==> src/rtl/fetch_ctrl_pkg.sv <==
// Shared types and constants for the LEGv8 fetch front-end controller.
package fetch_ctrl_pkg;

    typedef enum logic [1:0] {
        RUN   = 2'd0,
        FLUSH = 2'd1,
        HALT  = 2'd2
    } state_t;

    localparam logic [4:0] XZR       = 5'd31;
    localparam int         FLUSH_MAX = 3;

endpackage

==> src/rtl/fetch_ctrl_if.sv <==
// Pipeline-side signal bundle of fetch_ctrl: hazard/branch inputs in, IF/ID control and counters out.
interface fetch_ctrl_if #(
    parameter int CNT_W = 32
);
    logic [4:0]       id_rs1;
    logic [4:0]       id_rs2;
    logic             id_uses_rs2;
    logic             ex_memread;
    logic [4:0]       ex_rd;
    logic             br_taken;
    logic             halt_req;
    logic             resume;
    logic             PC_select;
    logic             pc_we;
    logic             ifid_we;
    logic             ifid_flush;
    logic             idex_bubble;
    logic             halted;
    logic [CNT_W-1:0] stall_cnt;
    logic [CNT_W-1:0] flush_cnt;

    modport master (
        input  id_rs1, id_rs2, id_uses_rs2, ex_memread, ex_rd,
               br_taken, halt_req, resume,
        output PC_select, pc_we, ifid_we, ifid_flush, idex_bubble,
               halted, stall_cnt, flush_cnt
    );

    modport slave (
        output id_rs1, id_rs2, id_uses_rs2, ex_memread, ex_rd,
               br_taken, halt_req, resume,
        input  PC_select, pc_we, ifid_we, ifid_flush, idex_bubble,
               halted, stall_cnt, flush_cnt
    );

endinterface

==> src/rtl/fetch_ctrl_hazard_detect.sv <==
// Load-use hazard equation; combinational so the forwarding unit can reuse it.
module hazard_detect
    import fetch_ctrl_pkg::*;
(
    input  logic       ex_memread_i,
    input  logic [4:0] ex_rd_i,
    input  logic [4:0] id_rs1_i,
    input  logic [4:0] id_rs2_i,
    input  logic       id_uses_rs2_i,
    output logic       hazard_o
);

    // XZR never carries a real result, so a load into it cannot create a dependency.
    assign hazard_o = ex_memread_i && (ex_rd_i != XZR) &&
                      ((ex_rd_i == id_rs1_i) || (id_uses_rs2_i && (ex_rd_i == id_rs2_i)));

endmodule

==> src/rtl/fetch_ctrl.sv <==
// Fetch front-end controller: load-use stalls, branch squash, HALT parking and perf counters.
module fetch_ctrl
    import fetch_ctrl_pkg::*;
#(
    parameter int FLUSH_CYCLES = 1,
    parameter int CNT_W        = 32
) (
    input  logic          clk,
    input  logic          reset,
    fetch_ctrl_if.master  bus
);

    if (FLUSH_CYCLES < 1 || FLUSH_CYCLES > FLUSH_MAX) begin : g_bad_flush_cycles
        $error("fetch_ctrl: FLUSH_CYCLES out of range 1..3");
    end

    localparam logic [1:0] REM_INIT = 2'(FLUSH_CYCLES - 1);

    state_t           state_q, state_d;
    logic [1:0]       rem_q, rem_d;
    logic [CNT_W-1:0] stall_q, flush_q;
    logic             stall_inc, flush_inc;
    logic             hazard;

    hazard_detect u_hazard (
        .ex_memread_i  (bus.ex_memread),
        .ex_rd_i       (bus.ex_rd),
        .id_rs1_i      (bus.id_rs1),
        .id_rs2_i      (bus.id_rs2),
        .id_uses_rs2_i (bus.id_uses_rs2),
        .hazard_o      (hazard)
    );

    always_comb begin
        state_d         = state_q;
        rem_d           = rem_q;
        stall_inc       = 1'b0;
        flush_inc       = 1'b0;
        bus.PC_select   = 1'b0;
        bus.pc_we       = 1'b1;
        bus.ifid_we     = 1'b1;
        bus.ifid_flush  = 1'b0;
        bus.idex_bubble = 1'b0;
        bus.halted      = 1'b0;
        case (state_q)
            RUN: begin
                // A taken branch wins: ID holds a wrong-path instruction, so its halt/hazard is moot.
                if (bus.br_taken) begin
                    bus.PC_select   = 1'b1;
                    bus.ifid_flush  = 1'b1;
                    bus.idex_bubble = 1'b1;
                    flush_inc       = 1'b1;
                    if (FLUSH_CYCLES > 1) begin
                        state_d = FLUSH;
                        rem_d   = REM_INIT;
                    end
                end else if (bus.halt_req) begin
                    bus.pc_we       = 1'b0;
                    bus.ifid_we     = 1'b0;
                    bus.idex_bubble = 1'b1;
                    state_d         = HALT;
                end else if (hazard) begin
                    bus.pc_we       = 1'b0;
                    bus.ifid_we     = 1'b0;
                    bus.idex_bubble = 1'b1;
                    stall_inc       = 1'b1;
                end
            end
            FLUSH: begin
                bus.ifid_flush = 1'b1;
                rem_d          = rem_q - 2'd1;
                if (rem_q == 2'd1) state_d = RUN;
            end
            HALT: begin
                bus.pc_we       = 1'b0;
                bus.ifid_we     = 1'b0;
                bus.idex_bubble = 1'b1;
                bus.halted      = 1'b1;
                // Resume flushes the parked HALT out of IF/ID while fetch restarts.
                if (bus.resume) begin
                    bus.pc_we      = 1'b1;
                    bus.ifid_flush = 1'b1;
                    state_d        = RUN;
                end
            end
            default: state_d = RUN;
        endcase
        if (reset) begin
            bus.PC_select   = 1'b0;
            bus.pc_we       = 1'b1;
            bus.ifid_we     = 1'b1;
            bus.ifid_flush  = 1'b0;
            bus.idex_bubble = 1'b0;
            bus.halted      = 1'b0;
        end
    end

    always_ff @(posedge clk or posedge reset) begin
        if (reset) begin
            state_q <= RUN;
            rem_q   <= 2'd0;
            stall_q <= '0;
            flush_q <= '0;
        end else begin
            state_q <= state_d;
            rem_q   <= rem_d;
            if (stall_inc) stall_q <= stall_q + CNT_W'(1);
            if (flush_inc) flush_q <= flush_q + CNT_W'(1);
        end
    end

    assign bus.stall_cnt = stall_q;
    assign bus.flush_cnt = flush_q;

endmodule

==> src/flat_wrapper.sv <==
// flat-port wrapper written by rule: the top's interface ports become plain ports
module fetch_ctrl_flat import fetch_ctrl_pkg::*;
#(
    parameter int FLUSH_CYCLES = 1,
    parameter int CNT_W        = 32
)
  (clk, reset, bus_id_rs1, bus_id_rs2, bus_id_uses_rs2, bus_ex_memread, bus_ex_rd, bus_br_taken, bus_halt_req, bus_resume, bus_PC_select, bus_pc_we, bus_ifid_we, bus_ifid_flush, bus_idex_bubble, bus_halted, bus_stall_cnt, bus_flush_cnt);
  fetch_ctrl_if #(.CNT_W(CNT_W)) bus_i ();
  input  logic clk;
  input  logic reset;
  input wire logic [$bits(bus_i.id_rs1)-1:0] bus_id_rs1;
  input wire logic [$bits(bus_i.id_rs2)-1:0] bus_id_rs2;
  input wire logic [$bits(bus_i.id_uses_rs2)-1:0] bus_id_uses_rs2;
  input wire logic [$bits(bus_i.ex_memread)-1:0] bus_ex_memread;
  input wire logic [$bits(bus_i.ex_rd)-1:0] bus_ex_rd;
  input wire logic [$bits(bus_i.br_taken)-1:0] bus_br_taken;
  input wire logic [$bits(bus_i.halt_req)-1:0] bus_halt_req;
  input wire logic [$bits(bus_i.resume)-1:0] bus_resume;
  output wire logic [$bits(bus_i.PC_select)-1:0] bus_PC_select;
  output wire logic [$bits(bus_i.pc_we)-1:0] bus_pc_we;
  output wire logic [$bits(bus_i.ifid_we)-1:0] bus_ifid_we;
  output wire logic [$bits(bus_i.ifid_flush)-1:0] bus_ifid_flush;
  output wire logic [$bits(bus_i.idex_bubble)-1:0] bus_idex_bubble;
  output wire logic [$bits(bus_i.halted)-1:0] bus_halted;
  output wire logic [$bits(bus_i.stall_cnt)-1:0] bus_stall_cnt;
  output wire logic [$bits(bus_i.flush_cnt)-1:0] bus_flush_cnt;
  assign bus_i.id_rs1 = bus_id_rs1;
  assign bus_i.id_rs2 = bus_id_rs2;
  assign bus_i.id_uses_rs2 = bus_id_uses_rs2;
  assign bus_i.ex_memread = bus_ex_memread;
  assign bus_i.ex_rd = bus_ex_rd;
  assign bus_i.br_taken = bus_br_taken;
  assign bus_i.halt_req = bus_halt_req;
  assign bus_i.resume = bus_resume;
  assign bus_PC_select = bus_i.PC_select;
  assign bus_pc_we = bus_i.pc_we;
  assign bus_ifid_we = bus_i.ifid_we;
  assign bus_ifid_flush = bus_i.ifid_flush;
  assign bus_idex_bubble = bus_i.idex_bubble;
  assign bus_halted = bus_i.halted;
  assign bus_stall_cnt = bus_i.stall_cnt;
  assign bus_flush_cnt = bus_i.flush_cnt;
  fetch_ctrl #(.FLUSH_CYCLES(FLUSH_CYCLES), .CNT_W(CNT_W)) u_core (.clk(clk), .reset(reset), .bus(bus_i));
endmodule
==> config.mk <==
export PLATFORM = sky130hd
export DESIGN_NAME = fetch_ctrl_flat
export DESIGN_NICKNAME = d
export VERILOG_FILES = /design/src/rtl/fetch_ctrl_pkg.sv /design/src/rtl/fetch_ctrl_if.sv /design/src/rtl/fetch_ctrl_hazard_detect.sv /design/src/rtl/fetch_ctrl.sv /design/src/flat_wrapper.sv
export SDC_FILE = /design/constraint.sdc
export NUM_CORES = 1
export LEC_CHECK = 0
export CORE_UTILIZATION = 51
export CTS_BUF_LIST = sky130_fd_sc_hd__clkbuf_4 sky130_fd_sc_hd__clkbuf_8 sky130_fd_sc_hd__clkbuf_16
export DETAILED_ROUTE_END_ITERATION = 7
export GPL_ROUTABILITY_DRIVEN = 1
export PLACE_DENSITY_LB_ADDON = 0.2
export SYNTH_ARGS = -nofsm -noshare
export SYNTH_HDL_FRONTEND = slang
export SYNTH_SLANG_ARGS = --single-unit
==> constraint.sdc <==
create_clock -name clk -period 8.74 [get_ports clk]
set_clock_uncertainty 0.1 [all_clocks]
set_input_delay 1.748 -clock clk [delete_from_list [all_inputs] [get_ports clk]]
set_output_delay 1.748 -clock clk [all_outputs]
set_load 0.05 [all_outputs]
# --- Word level (Yosys, flattened, before mapping) ---
# Index checks and enable logic that the tools add are counted.
op_classes:
  n_addsub: 3
  n_mul: 0
  n_div: 0
  n_lt_le_gt_ge: 0
  n_eq_ne: 10
  shifts: 0
  mux: 28
  bitwise: 0
  reduce_logical: 6
op_table:
  columns: ["op", "n"]
  rows:
  - ["32-bit by 1-bit adder with 32-bit output (second input constant)", 2]
  - ["1-bit 2-to-1 mux", 19]
  - ["5-bit equality test", 2]
  - ["2-bit 2-to-1 mux", 4]
  - ["2-bit inequality test (second input constant)", 3]
  - ["1-bit one-hot mux with 2 select lines", 3]
  - ["2-bit one-hot mux with 3 select lines", 1]
  - ["5-bit inequality test (second input constant)", 1]
  - ["2-bit by 1-bit equality test with 1-bit output (second input constant)", 2]
  - ["4-bit AND reduction", 1]
  - ["1-bit logical AND", 3]
  - ["1-bit one-hot mux with 3 select lines", 1]
  - ["2-bit equality test (second input constant)", 1]
  - ["2-bit logical NOT", 1]
  - ["2-bit by 1-bit inequality test with 1-bit output (second input constant)", 1]
  - ["2-bit by 1-bit subtractor with 2-bit output (second input constant)", 1]
  - ["1-bit logical OR", 1]
totals:
  regBits: 68
  latchBits: 0
  mem_bits_rw: 0
  mem_bits_ro: 0
  word_cells: 51
  memories: 0

# --- Longest topological paths before layout ---
depth:
  ltp_word: 9
  depth_mapped: 9
  mapped_depth_nobuf: 6

# --- Cells and area by module ---
# Synthesis repeated with hierarchy kept, for this count alone.
hier_totals:
  hier_cells: 289
  hier_area_um2: 3156.8
modules_own_cells:
  columns: ["module", "instances", "cells_each", "area_each_um2", "seq_area_each_um2"]
  rows:
  - ["fetch_ctrl", 1, 271, 3029.2, 1626.6]
  - ["hazard_detect", 1, 18, 127.6, 0.0]

# --- Least setup slack after synthesis ---
# Ideal clock, no wire load.
synth_timing:
  path_kind: "input port to output port"
  from: "in reset"
  to: "out bus_ifid_we"
  t_arrival_ps: 4279
  t_required_ps: 6892
  setup_slack_ps: 2613
  cell_stages: 2
  path_cell_list: "inv_1 > o21ai_0"
synth_via:
  elab_chain_cells: 1
synth_lines:
  columns: ["item", "line_no", "source"]
  rows:
  - ["start: declaration", "flat_wrapper.sv:10", "input logic reset;"]
  - ["1-bit 2-to-1 mux", "fetch_ctrl.sv:88", "if (reset) begin"]
  - ["end: declaration", "flat_wrapper.sv:21", "output wire logic [$bits(bus_i.ifid_we)-1:0] bus_ifid_we;"]
# No other way between the ends.

# --- Worst setup path in the final report ---
layout_timing:
  from: "in bus_ex_rd[3]"
  to: "out bus_idex_bubble"
layout_via:
  elab_chain_cells: 9
layout_lines:
  columns: ["item", "line_no", "source"]
  rows:
  - ["start: declaration", "flat_wrapper.sv:15", "input wire logic [$bits(bus_i.ex_rd)-1:0] bus_ex_rd;"]
  - ["5-bit equality test", "fetch_ctrl_hazard_detect.sv:15", "((ex_rd_i == id_rs1_i) || (id_uses_rs2_i && (ex_rd_i == id_rs2_i)));"]
  - ["1-bit logical AND", "fetch_ctrl_hazard_detect.sv:15", null]
  - ["1-bit logical OR", "fetch_ctrl_hazard_detect.sv:15", null]
  - ["1-bit logical AND *", "fetch_ctrl_hazard_detect.sv:14", "assign hazard_o = ex_memread_i && (ex_rd_i != XZR) &&"]
  - ["1-bit 2-to-1 mux *", "fetch_ctrl.sv:62", "end else if (hazard) begin"]
  - ["1-bit 2-to-1 mux *", "fetch_ctrl.sv:57", "end else if (bus.halt_req) begin"]
  - ["1-bit 2-to-1 mux *", "fetch_ctrl.sv:48", "if (bus.br_taken) begin"]
  - ["1-bit one-hot mux with 2 select lines *", "fetch_ctrl.sv:45", "case (state_q)"]
  - ["1-bit 2-to-1 mux *", "fetch_ctrl.sv:88", null]
  - ["end: declaration", "flat_wrapper.sv:23", "output wire logic [$bits(bus_i.idex_bubble)-1:0] bus_idex_bubble;"]
# Mark *: on every way between the ends. The rest lies on a longest branch, timed or not.

==> results.md <==
- Clock slew at the register clock pins of the worst setup and hold paths: 0.07 ns
- H-tree depth: 3
- Worst vdd rail ir drop: 0.132 mV
- Wire length of the first global-routing pass: 11000 µm
- Net load switching power: 0.227 mW
- Total inserted antenna cells: 0
- Net Count, Synth: 308
- Final Hold Slack: 0.379 ns
- Family with the most delay on the worst path: buffers and inverters
- Remaining Overflow, GRT: 0
- Portion of total power attributed to sequential cells: 0.475
- Post-synth EDFFs: 0
- Initial antenna violation count: 0
- TritonCTS clock tree: done
- Number of sinks on the clock net: 65
- Num ports: 92
- Post-CTS setup buffers: 0
- Sequential cell area fraction in the yosys report: 0.521
- PD cells: 168 mW/mm²
- Required time of the worst setup path: 6.89 ns
- Leakage: 1.85 nW
- Via count of the first global-routing pass: 2342
- CTS buffer count: 9
- Routed WL per cell: 14.8 µm
- Maximum clock frequency: 163 MHz
- Number of setup violations in the final report: 0
- Max stage delay cell, worst path: clkdlybuf4s50_1
- Initial drt markers: 88
- Final standard cell utilization of the core: 0.719
- Global routing usage summed across all routing layers: 0.229
- Clock latency on the worst-skew pair: 0.33 ns
- CP Cell Sequence: clkdlybuf4s50_1 -> xor2_1 -> nor4_1 -> a32oi_1 -> or2_2 -> a21oi_1 -> clkdlybuf4s50_1
- Synthesized area per cell: 11.0 µm²
- Crit path time final: 6.14 ns
- Layout overhead on the synthesized area: 36.3%
- Resize count post-CTS: 0
- Proportion of power drawn by combinational gates: 0.211
- Share of cells above drive strength 1: 0.0597
- Hold crit path type: register to register
- Proportion of synthesized flip-flops having asynchronous set or reset: 1.00
- DRT antenna net count: 0
- Most frequent cells in the layout: 91 x clkdlybuf4s50_1, 65 x dfrtp_1, 44 x xnor2_1
- Via count of the routed design: 2493
- Drt drc: 0
- Flip-flop and latch count after synthesis: 65
- Internal power contribution: 0.488 mW
- Cell Rows: 28
- Most common cell after layout, fill and taps aside: clkdlybuf4s50_1
- Number of input and output port buffers inserted: 91
- Critical path's most frequent cell: clkdlybuf4s50_1
- Number of distinct standard cells referenced by the synthesized netlist: 33
- Top flip-flop cell by instance count after synthesis: dfrtp_1
- Worst path max stage delay: 0.82 ns
- Total count of hold-check failures in the final report: 0
- Mapped Area: 0.00312 mm²
- Buffer depth of the longest clock path: 2
- Setup TNS: 0 ns
- RSZ-0062 raised after global routing: no
- Number of buffer and inverter stages on the critical path: 2
- DP Wirelength: 4820 µm
- Hold bufs inserted after CTS: 0
- Maximum number of pins on one net before global-route repair: 44
- Slew HR: 0.307
- Arrival time of data at the critical path endpoint: 4.30 ns
- Number of standard cells after synthesis: 284
- Width of the chip: 80.2 µm
- First drt pass iteration count: 4
- Fraction of power consumed by the clock network: 0.314
- Type of the setup path with the least slack: primary input to primary output
- Syn. warnings: 0
- Area inside the core boundary: 0.00592 mm²
- Share of Yosys cell area claimed by the top area cell type: 0.521
- Reg area: 0.00163 mm²
- Final Instance Count excl. Fillers: 460
- Startpoint types: primary input
- Final number of max-transition violations: 0
- DP Cell Count: 445
- Proportion of total power due to net switching: 0.318
- Total area of multi-input combinational cells: 0.00143 mm²
- Root buffer selected by CTS: clkbuf_8
- Worst Setup End Kind: primary output
- Via density: 5.42
- Floorplan die area: 0.00644 mm²
- Result of the run: complete, no violations
- DRT Wirelength: 6790 µm
- Slew at the pin closest to its max-slew limit: 1.03 ns
- Cell type with the largest total area after synthesis: dfrtp_1
- Starting utilization of the core area: 0.527
- Max cap viols: 0
- Die boundary height: 80.2 µm
- Number of fill cells in the layout: 465
- Post-route clock period utilization: 0.703
- Net count of the finished layout: 405
- Leading post-synthesis cells by cell area: dfrtp_1 52%, xnor2_1 12%, xor2_1 7.9%
- Final weighted congestion of routability-driven global placement: 0.759
- Maximum fanout count along the critical path: 5
==> logic make-up after synthesis <==
| group | count (synthesis) | share of synthesized area |
|---|---|---|
| muxes | 1 | 0.00361 |
| AOI/OAI and AO/OA | 9 | 0.0172 |
| DFF | 65 | 0.521 |
| xor gates and xnor gates | 72 | 0.202 |
| buffers and inverters | 10 | 0.0204 |
| and+or+nand+nor | 125 | 0.227 |
| adders and majority gates | 2 | 0.00802 |
==> area by class of cell <==
| class | instances | share of cell area |
|---|---|---|
| timing repair buffer | 92 | 0.216 |
| inverter | 4 | 0.00353 |
| multi-input combinational | 209 | 0.336 |
| sequential | 65 | 0.382 |
| clock buffer | 12 | 0.0359 |
| tap | 75 | 0.0221 |
| clock inverter | 3 | 0.00412 |
==> synthesized netlist by cell type (2+ instances only) <==
| cell | count |
|---|---|
| nor2_1 | 16 |
| and2_1 | 5 |
| nor3_1 | 5 |
| nand2b_1 | 4 |
| xnor2_1 | 44 |
| nand3_1 | 13 |
| nor3b_2 | 2 |
| xor2_1 | 28 |
| nor4_1 | 4 |
| nand4_1 | 25 |
| buf_4 | 2 |
| a21oi_1 | 3 |
| dfrtp_1 | 65 |
| nand2_1 | 25 |
| o21ai_0 | 3 |
| inv_1 | 4 |
| ha_1 | 2 |
| and4_1 | 9 |
| and3_1 | 8 |
| nor2b_1 | 4 |
==> worst paths after layout <==
check / from / endpoint / slack, ns / cells after the start
worst max-delay path: bus_ex_rd[3] / bus_idex_bubble / 2.60 / 7
worst min-delay path: u_core.bus.stall_cnt[31] / u_core.bus.stall_cnt[31] / 0.38 / 1
worst max register to register: u_core.bus.stall_cnt[15] / u_core.bus.stall_cnt[29] / 6.35 / 6
worst min register to register: u_core.bus.stall_cnt[31] / u_core.bus.stall_cnt[31] / 0.38 / 1
max in group asynchronous: reset / u_core.bus.flush_cnt[16] / 5.82 / 3
min in group asynchronous: reset / u_core.state_q[1] / 1.78 / 2
==> metal layers <==
layer	share of wire	global-route usage	wire (µm)
met5	0	0	0
met1	0.44	0.292	2970
met4	0.016	0.0857	106
met3	0.055	0.0545	371
met2	0.49	0.379	3340
==> per-stage QoR <==
step	area [µm²]	power, mW	setup WS [ns]
4_1_cts	4250	0.722	2.59
3_3_place_gp	4080	0.493	2.66
3_5_place_dp	4080	0.496	2.60
6_report	4250	0.715	2.60
2_1_floorplan	3120	0.439	2.61
5_1_grt	4250	0.747	2.50
==> registers in the layout (all words and copies together) (netlist names) <==
name                  flops
u_core.bus.flush_cnt     32
u_core.state_q            1
u_core.bus.stall_cnt     32
==> power groups by stage <==
stage | combinational, mW | clock, mW | sequential, mW
3_3_place_gp | 0.149 | 0 | 0.344
5_1_grt | 0.160 | 0.245 | 0.342
2_1_floorplan | 0.0436 | 0 | 0.395
6_report | 0.151 | 0.225 | 0.340
4_1_cts | 0.152 | 0.230 | 0.339
3_5_place_dp | 0.151 | 0 | 0.345
(Power assumes the default switching activity.)
==> patch 1: new RTL, same flow settings <==
Reset style: synchronous (`reset`), changed in one clocked block.
--- a/src/rtl/fetch_ctrl.sv
+++ b/src/rtl/fetch_ctrl.sv
@@ -95,7 +95,7 @@
         end
     end
 
-    always_ff @(posedge clk or posedge reset) begin
+    always_ff @(posedge clk) begin
         if (reset) begin
             state_q <= RUN;
             rem_q   <= 2'd0;
Behaviour: differs if reset is asserted again (counterexample within 4 cycles, from zero or initial values and one cycle with reset high); with reset held inactive, the same outputs for 10 cycles.
==> patch 1 against the original RTL <==
- global-route usage is 0.86 points higher
- critical path depth grew 1
- die area rose by 7.8%
- synthesized area increased by 8.0%
- routed wire length up 20%
- critical endpoint is now bus_pc_we
- sequential cell count stayed put
- design area grew 5.5%
- hold slack gained 0.0096 ns
- setup slack lost 0.27 ns
Power is not compared: it rests on default switching activity, and its combinational part moved more than twofold at a synthesized area within 25%.
==> patch 1: results (changes against the original RTL) <==
[outcome]
outcome = completed

[worst_setup_path]
rr_worst_depth = 5  ; -1
cp-endpoint = bus_pc_we
rr_startpoint = u_core.state_q[1]$_SDFFE_PP0P_
crit_path_start = bus_ex_rd[2]
reg2reg_slack_ns = 6.42  ; +0.07 ns
cp_max_fo = 61  ; +56

[logic_synthesis]
synthFlopType = dfxtp_1
synth_nets = 434  ; +41%
synth_xor_area_share_pct = 8.32  ; -12 points
yosys.area_share.adder_pct = 0.743  ; -0.059 points
synth_area_leaders = dfxtp_1, a21oi_1, o31ai_1, or4_1, nand4_1
yosysSeqAreaShare_pct = 38.6  ; -14 points
yosys.cell_types.count = 38  ; +15%
synth_commonest_cells = dfxtp_1, a21oi_1, nor2_1, nand4_1

[timing]
slew-limit-headroom_pct = 50.4  ; +20 points

[global_route]
grt_max_degree = 75  ; +70%
grt_pass1_wl_um = 13800  ; +25%
grt_pass1_vias = 3076  ; +31%
met3_usage_pct = 3.68  ; -1.8 points
grtUsageTotal_pct = 23.8  ; +0.86 points

[route]
wl_met1_um = 3620  ; +22%
firstDrtPassIters = 5  ; +1
drtIter0Drc = 167  ; +90%
met2WireLength_um = 4090  ; +22%
vias_per_cell = 5.96  ; +10%
wl_met3_um = 356  ; -4.0%

[finish]
nNonClkInverters = 8  ; +4
n_all_buffers = 94  ; +2.2%
final_layout_size_suffix_gt1_share_pct = 6.07  ; +0.099 points
multi_input_cells = 312  ; +49%
nNetsFinal = 514  ; +27%
numSequentialCells = 65  ; unchanged
sh_seq_area_pct = 29.0  ; -9.2 points
n_clock_buffer = 11  ; -1
fill_cells = 521  ; +12%
largest_class = multi-input combinational cells

[worst_hold_path]
hp-start = u_core.bus.stall_cnt[31]$_SDFFE_PP0P_

[die]
fp.dieW_um = 83.3  ; +3.8%

[placed_design]
dp_hpwl_um = 5560  ; +15%
place_area_um2 = 4300  ; +5.4%

patch 1: cell types whose count changed after synthesis, sizes merged, moves of 9 or more:
cell and delta:
o31ai +24, nor2 +23, dfxtp +65, o21ai +9, or4 +25, xnor2 -32
dfrtp -65, or3 +11, a21oi +36, clkbuf +19
patch 1: worst register-to-register path, cell delays in order, from the launching register on:
cell and delay, ns:
dfxtp_1 0.41, nor3_2 0.29, o211ai_1 0.16, or4_1 0.62, or4_1 0.52, a21oi_1 0.16
patch 1: metrics by stage:
step | setup WS, ns | power, mW | instances | util (%) | hold WS [ns]
after CTS | 2.31 | 0.602 | 571 | 70.7 | 0.387
after floorplan | 2.36 | 0.336 | 410 | - | 0.604
after global routing | 2.12 | 0.618 | 571 | 70.7 | 0.424
after global placement | 2.43 | 0.356 | 556 | 67.8 | 0.368
final | 2.33 | 0.597 | 571 | 70.7 | 0.388
after detailed placement | 2.30 | 0.357 | 556 | 67.8 | 0.376
==> patch 2: new RTL, config.mk and constraints unchanged <==
Without the edit above. `CNT_W` is set to 32 in 3 places; all go to 48.
--- a/src/rtl/fetch_ctrl_if.sv
+++ b/src/rtl/fetch_ctrl_if.sv
@@ -1,6 +1,6 @@
 // Pipeline-side signal bundle of fetch_ctrl: hazard/branch inputs in, IF/ID control and counters out.
 interface fetch_ctrl_if #(
-    parameter int CNT_W = 32
+    parameter int CNT_W = 48
 );
     logic [4:0]       id_rs1;
     logic [4:0]       id_rs2;
--- a/src/rtl/fetch_ctrl.sv
+++ b/src/rtl/fetch_ctrl.sv
@@ -3,7 +3,7 @@
     import fetch_ctrl_pkg::*;
 #(
     parameter int FLUSH_CYCLES = 1,
-    parameter int CNT_W        = 32
+    parameter int CNT_W        = 48
 ) (
     input  logic          clk,
     input  logic          reset,
--- a/src/flat_wrapper.sv
+++ b/src/flat_wrapper.sv
@@ -2,7 +2,7 @@
 module fetch_ctrl_flat import fetch_ctrl_pkg::*;
 #(
     parameter int FLUSH_CYCLES = 1,
-    parameter int CNT_W        = 32
+    parameter int CNT_W        = 48
 )
   (clk, reset, bus_id_rs1, bus_id_rs2, bus_id_uses_rs2, bus_ex_memread, bus_ex_rd, bus_br_taken, bus_halt_req, bus_resume, bus_PC_select, bus_pc_we, bus_ifid_we, bus_ifid_flush, bus_idex_bubble, bus_halted, bus_stall_cnt, bus_flush_cnt);
   fetch_ctrl_if #(.CNT_W(CNT_W)) bus_i ();
Ports: changed (resized bus_flush_cnt and bus_stall_cnt); port bits go from 92 to 124. The function was not compared with the original's and may differ.
==> patch 2 against the original RTL <==
- total power is 34% higher
- register-to-register slack got worse by 0.17 ns
- synthesized area grew 49%
- routed wire length grew 58%
- count of clock-buffer cells in the layout down 2
- design area is 45% higher
- sequential cell count grew 32
- setup slack worse by 0.59 ns
- critical path type unchanged
==> patch 2: results (changes against the original RTL) <==
[outcome]
outcome = completed

[finish]
final_layout_size_suffix_gt1_share_pct = 5.17  ; -0.80 points
fill_cells = 711  ; +53%
nNetsFinal = 599  ; +48%

[placed_design]
io_buffers = 123  ; +35%
gp_congestion = 0.864  ; +14%
dp_hpwl_um = 7770  ; +61%

[clock_tree]
numCtsBuffers = 9  ; unchanged
clk_latency_ns = 0.36  ; +0.03 ns
clock-root-buffer = clkbuf_8
post_cts_buffers = 0  ; unchanged

[route]
drtIter0Drc = 197  ; +120%
firstDrtPassIters = 5  ; +1
vias_per_cell = 5.38  ; -0.69%
wl_per_cell_um = 15.6  ; +5.7%

[power]
p_leak_nw = 2.65  ; +43%
powerComb_mw = 0.169  ; +12%
p_switching_mw = 0.296  ; +30%
clockPowerShare_pct = 31.3  ; about the same
ir_drop_v = 0.000121  ; -7.9%

[logic_synthesis]
synth_commonest_cells = dfrtp_1, xnor2_1, nand2_1, xor2_1, nand3_1
yosys.cell_types.count = 38  ; +15%
yosysWarnings = 0  ; unchanged
yosysSeqAreaShare_pct = 52.3  ; +0.21 points
synth_nets = 469  ; +52%
synth_area_leaders = dfrtp_1, xnor2_1, xor2_1, nand4_1, nand2_1
async_flop_share_pct = 100  ; unchanged

[worst_setup_path]
rr_worst_depth = 5  ; -1
reg2reg_slack_ns = 6.18  ; -0.17 ns
rr_startpoint = u_core.bus.stall_cnt[5]$_DFFE_PP0P_
reg2reg_to = u_core.bus.stall_cnt[47]$_DFFE_PP0P_
cp_max_fo = 11  ; +6
crit_path_start = bus_ex_rd[2]
worstPathArrival_ns = 4.88  ; +0.58 ns

[timing]
slew-limit-headroom_pct = 37.4  ; +6.7 points
hold_ws_ns = 0.386  ; +0.00766 ns

[global_route]
grt_max_degree = 72  ; +64%
grt_pass1_wl_um = 18100  ; +64%
grtUsageTotal_pct = 23.5  ; +0.56 points
grt_pass1_vias = 3661  ; +56%

[worst_hold_path]
hp-start = u_core.bus.stall_cnt[47]$_DFFE_PP0P_
holdPathEnd = u_core.bus.stall_cnt[47]$_DFFE_PP0P_
hold_depth = 1  ; unchanged
hp-class = reg -> reg

==> patch 2: changes by cell type after synthesis, sizes merged, moves of 5 or more <==
cell,change
xor2,+7
nand2,+21
nand3,+22
dfrtp,+32
nor3,+20
or3,+5
xnor2,+25
and4,-5
inv,+12
nor2,+14
nor4,+7
==> patch 2: routing by layer <==
layer | wire length (um) | track usage, % | vias up
li1 | - | - | 1782
met1 | 4910 | 32.4 | 1803
met2 | 5030 | 37.0 | 101
met3 | 578 | 4.75 | 17
met4 | 214 | 8.60 | 0
met5 | 0 | 0 | -
==> patch 2: cell families after synthesis <==
group	share of synthesized area, %
XOR/XNOR	19.6
multiplexers	0.243
adder cells (fa/ha/maj)	0.539
AND/OR/NAND/NOR	24.2
flip-flops	52.3
AO/OA/AOI/OAI	1.11
buffers and inverters	1.94
==> patch 2: cell type report <==
| type | count | area, um2 | share of cell area, % |
|---|---|---|---|
| tap | 108 | 135 | 2.18 |
| sequential | 97 | 2430 | 39.2 |
| multi-input combinational | 327 | 2120 | 34.3 |
| clock buffer | 10 | 131 | 2.12 |
| clock inverter | 6 | 68.8 | 1.11 |
| inverter | 16 | 62.6 | 1.01 |
| timing repair buffer | 124 | 1240 | 20.0 |
==> patch 2: worst max-delay path, cell delays in order <==
cell and delay (ns):
clkdlybuf4s50_1 0.54, xnor2_1 0.14, nand4_1 0.11, o22ai_1 0.74, nand2_1 0.42, a21oi_1 0.34, clkdlybuf4s50_1 0.85
==> patch 2: metrics by stage <==
stage	setup slack [ns]	instances	utilization, %	power, mW	instance area (um2)
floorplan	1.65	445	-	0.602	4640
global route	1.81	688	70.6	0.989	6180
CTS	2.06	688	70.6	0.963	6180
detailed placement	2.10	672	68.3	0.668	5980
finish	2.01	688	70.6	0.958	6180
global placement	2.14	672	68.3	0.664	5980
